--- config.mk ---
export PLATFORM = sky130hd
export DESIGN_NAME = led_seq_ctrl
export DESIGN_NICKNAME = d
export VERILOG_FILES = /design/src/rtl/led_seq_ctrl.sv
export SDC_FILE = /design/constraint.sdc
export NUM_CORES = 1
export LEC_CHECK = 0
export CAP_MARGIN = 30
export CORE_UTILIZATION = 52
export DETAILED_ROUTE_END_ITERATION = 16
export GPL_TIMING_DRIVEN = 0
export PLACE_DENSITY = 0.79
export RECOVER_POWER = 25
export SLEW_MARGIN = 20
export SYNTH_ARGS = -nofsm -noshare
export SYNTH_HDL_FRONTEND = slang
export SYNTH_SLANG_ARGS = --single-unit
export TNS_END_PERCENT = 1
--- constraint.sdc ---
create_clock -name clki -period 2.2 [get_ports clki]
set_input_delay 0.55 -clock clki [delete_from_list [all_inputs] [get_ports clki]]
set_output_delay 0.55 -clock clki [all_outputs]
set_load 0.05 [all_outputs]
--- src/rtl/led_seq_ctrl.sv ---
// LED pattern sequencer: divides clki to a step tick, synchronises the mode
// switches and steps an off / rotate-left / rotate-right / ping-pong pattern.
module led_seq_ctrl #(
  parameter int DIV = 4,
  parameter int CW  = 32
) (
  input  logic       clki,
  input  logic       rs,
  input  logic       S0,
  input  logic       S1,
  output logic [7:0] led,
  output logic [1:0] mode,
  output logic       tick
);

  localparam logic [1:0] M_OFF  = 2'b00;
  localparam logic [1:0] M_ROL  = 2'b01;
  localparam logic [1:0] M_ROR  = 2'b10;
  localparam logic [1:0] M_PING = 2'b11;

  localparam logic DIR_L = 1'b0;
  localparam logic DIR_R = 1'b1;

  localparam logic [CW-1:0] CNT_MAX = CW'(DIV - 1);

  logic [1:0]    sync1;
  logic [1:0]    ssel;
  logic [CW-1:0] cnt;
  logic          dir;
  logic [7:0]    led_next;
  logic [1:0]    mode_next;
  logic          dir_next;
  logic          onehot;

  function automatic logic [7:0] start_led(input logic [1:0] m);
    case (m)
      M_ROL:   start_led = 8'h01;
      M_ROR:   start_led = 8'h80;
      M_PING:  start_led = 8'h01;
      default: start_led = 8'h00;
    endcase
  endfunction

  // Two-flop synchroniser for the asynchronous switches
  always_ff @(posedge clki or posedge rs) begin
    if (rs) begin
      sync1 <= 2'b00;
      ssel  <= 2'b00;
    end else begin
      sync1 <= {S1, S0};
      ssel  <= sync1;
    end
  end

  always_ff @(posedge clki or posedge rs) begin
    if (rs) begin
      cnt  <= '0;
      tick <= 1'b0;
    end else begin
      cnt  <= (cnt == CNT_MAX) ? '0 : cnt + 1'b1;
      tick <= (cnt == CNT_MAX);
    end
  end

  assign onehot = (led != 8'h00) && ((led & (led - 8'd1)) == 8'h00);

  always_comb begin
    led_next  = led;
    mode_next = mode;
    dir_next  = dir;
    if (tick) begin
      if (ssel != mode) begin
        mode_next = ssel;
        led_next  = start_led(ssel);
        dir_next  = DIR_L;
      end else if (mode != M_OFF && !onehot) begin
        // Corrupted pattern: fall back to the mode's start pattern
        led_next = start_led(mode);
        dir_next = DIR_L;
      end else begin
        case (mode)
          M_ROL: led_next = {led[6:0], led[7]};
          M_ROR: led_next = {led[0], led[7:1]};
          M_PING: begin
            // Bounce at the ends without repeating the endpoint
            if (dir == DIR_L) begin
              if (led[7]) begin
                led_next = 8'h40;
                dir_next = DIR_R;
              end else begin
                led_next = {led[6:0], 1'b0};
              end
            end else begin
              if (led[0]) begin
                led_next = 8'h02;
                dir_next = DIR_L;
              end else begin
                led_next = {1'b0, led[7:1]};
              end
            end
          end
          default: led_next = 8'h00;
        endcase
      end
    end
  end

  always_ff @(posedge clki or posedge rs) begin
    if (rs) begin
      led  <= 8'h00;
      mode <= M_OFF;
      dir  <= DIR_L;
    end else begin
      led  <= led_next;
      mode <= mode_next;
      dir  <= dir_next;
    end
  end

endmodule

==> results.json, run 1 <==
{
  "rsz0062_at_grt": "no",
  "fin_tns_setup_ps": 0,
  "final-setup-viol-count": 0,
  "top_layer_used": "met4",
  "drtPass1Iterations": 4,
  "peakVddDrop_uv": 424,
  "clkPwrFrac_pct": 38.6,
  "final_nets": 258,
  "p_comb_share_pct": 7.7,
  "tritoncts": "built",
  "vias": 1822,
  "cts_max_level": 2,
  "crit_fanout": 6,
  "drtIter0Drc": 175,
  "maxCapViolations": 0,
  "critical_path_class": "register to output pin",
  "core-area_sq_um": 4380,
  "synth_cell_types": 44,
  "crit_chain": "clkdlybuf4s50_1",
  "postRouteWirelength_um": 4670,
  "io_buffers": 14,
  "start_util_pct": 54.6,
  "grt_use_total_pct": 20.8,
  "cp_slowest_cell": "clkdlybuf4s50_1",
  "clock_latency_ps": 300,
  "worst-path-buf-inv": 1,
  "cts_buffers": 5,
  "switching_share_pct": 24.0,
  "fin_cells": 306,
  "area_growth_pct": 13.8,
  "seqCellArea_sq_um": 1200,
  "slew_headroom_pct": 53.2,
  "min_path_type": "register to register",
  "cellPowerDensity_nw_per_um2": 616,
  "die-area_sq_um": 4880,
  "drive_above_1_share_pct": 8.66,
  "intPower_mw": 1.28,
  "fin_skew_ps": 7.01,
  "gp_congestion": 0.925,
  "wl_met1_um": 2230,
  "p_seq_share_pct": 53.7,
  "ant_nets": 0,
  "placedCellCount": 298,
  "first_global_vias": 1771,
  "fill_cells": 362,
  "max_freq_mhz": 465,
  "max_stage_delay_ps": 840,
  "yosysSeqAreaShare_pct": 50.2,
  "post_synth.cell_area_avg_sq_um": 10.4,
  "antennaDiodeCount": 0,
  "post_cts_buffers": 0,
  "worst_setup_path_start_kind": "register",
  "required_ps": 1650,
  "pre_cts_slack_ps": 312,
  "finalHoldViolations": 0,
  "maxSlewViolCount": 0,
  "synthFlopType": "dfrtp_1",
  "worst_pin_slew_ps": 702,
  "wl_per_cell_um": 15.2,
  "wl_met3_um": 208,
  "min_period_ps": 2150,
  "multi_input_area_sq_um": 1110,
  "netlist.area_leader.share_pct": 50.2,
  "dp_hpwl_um": 3300,
  "status": "completed",
  "yosys.area.top_type": "dfrtp_1",
  "syn_area_sq_um": 2390,
  "root_buffer": "clkbuf_8",
  "wl_met2_um": 2200,
  "cts_hold_buf": 0,
  "post-route-drc-count": 0,
  "fin_util_pct": 62.2,
  "cts.sinks": 48,
  "synth_cells": 231,
  "synth_edf_count": 0,
  "placementRows": 24,
  "finalCritPeriodShare_pct": 97.8,
  "mappedNetlistNets": 236,
  "layout_setup_ws_ps": 47.7,
  "cp-end-kind": "output pin",
  "cts.reportedPaths.clkPinSlew_ps": 90,
  "viasPerCell": 5.95,
  "p_leak_nw": 1.25,
  "grt_max_degree": 34,
  "critPathArrivalTime_ps": 1600,
  "clock_path_buffers": 2,
  "power_mw": 1.68,
  "synth_seq_cells": 48,
  "power_switching_mw": 0.403,
  "dieWidth_um": 69.9,
  "ys_top_cells_by_area": "dfrtp_1, xnor2_1, xor2_1",
  "die_h_um": 69.9,
  "yosysWarnings": 0,
  "grt.overflow.total": 0,
  "ioPinCount": 15,
  "grt_pass1_wl_um": 8040,
  "antenna_found_initial": 0,
  "async_flop_share_pct": 100,
  "crit_family": "buffers and inverters"
}
[area by class of cell]
| cell class | instances | share of cell area (%) |
|---|---|---|
| Clock inverter | 3 | 1.74 |
| Multi-Input combinational cell | 162 | 40.6 |
| Buffer | 9 | 1.51 |
| Inverter | 12 | 1.65 |
| Timing Repair Buffer | 15 | 5.51 |
| Clock buffer | 5 | 2.52 |
| Tap cell | 52 | 2.39 |
| Sequential cell | 48 | 44.1 |
[final timing paths]
check | start | end | slack [ps] | depth (start not counted)
worst max-delay path | mode[0] | mode[0] | 50 | 1
worst min-delay path | sync1[0] | ssel[0] | 350 | 0
worst max register to register | led[0] | led[7] | 270 | 4
worst min register to register | sync1[0] | ssel[0] | 350 | 0
max in group asynchronous | rs | cnt[25] | 350 | 3
min in group asynchronous | rs | cnt[7] | 740 | 2
[cell usage in the layout, fill, tap and decap left out, types with 4 or more instances in the layout]
cell type,instances
clkbuf_8,5
nor3_1,4
nand2_1,20
nand4_1,9
clkdlybuf4s50_1,6
nand3_1,12
dfrtp_1,48
a22oi_1,4
nor2_1,11
xnor2_1,22
and4_1,4
clkbuf_1,7
o21ai_0,5
nor4_1,9
xor2_1,9
a31oi_1,6
o22ai_1,7
inv_1,12
[through the flow]
step	hold slack [ps]	instance area [sq um]
finish	354	2730
global route	373	2730
CTS	358	2730
detailed placement	336	2620
global placement	335	2600
floorplan	331	2390
[sequential cells by signal (all words and copies together) (netlist names)]
register / flops
sync1: 2
tick: 1
mode: 2
led: 8
dir: 1
ssel: 2
cnt: 32
[cell families after synthesis]
| kind of cell | Yosys count | synth area share, % |
|---|---|---|
| flops | 48 | 50.2 |
| xor+xnor | 32 | 12.0 |
| fa+ha+maj | 1 | 0.522 |
| buf+inv | 21 | 3.60 |
| simple gates | 89 | 21.6 |
| mux | 4 | 1.78 |
| compound gates | 36 | 10.3 |
[power by group through the flow]
stage	clock [mW]	sequential, mW	combinational, mW
after floorplan	0	0.938	0.0724
after global placement	0	0.919	0.126
after detailed placement	0	0.919	0.133
after CTS	0.668	0.901	0.132
after global routing	0.704	0.903	0.140
final	0.649	0.902	0.128
[timing repair]
item / 4_1_cts / 5_1_grt
setup endpoints to repair: 2 / 3
gates cloned: 0 / 0
resized for setup: 2 / 3
[cells in the mapped netlist (2+ instances only)]
cell type / number
xnor2_1: 22
nand2_1: 20
nand4_1: 9
nor3_1: 4
a31oi_1: 6
nand3_1: 12
a21oi_1: 3
inv_1: 12
mux2_2: 2
mux2i_1: 2
a22oi_1: 4
nor4_1: 9
o22ai_1: 7
and4_1: 4
nand2b_1: 2
buf_4: 2
nor2b_1: 2
o21ai_0: 5
o211ai_1: 3
or2_2: 2
clkbuf_1: 7
and3_1: 3
dfrtp_1: 48
and2_1: 3
nor2_1: 11
xor2_1: 9
[metal layers]
layer / vias up / global-route usage [%]
li1: 868 / -
met5: - / 0
met3: 2 / 4.33
met4: 0 / 8.22
met1: 896 / 28.6
met2: 56 / 32.6
Power figures use the tool's default switching activity.
==> run 2, diff against run 1 <==
Settings changed: CAP_MARGIN 30 to 20.
==> results of run 2 <==
No change in the layout: final DEF, timing and power equal those of run 1.
==> run 3, diff against run 2 <==
Settings changed: CAP_MARGIN 20 to default.
==> results of run 3 <==
No change in the layout: final DEF, timing and power equal those of run 1.
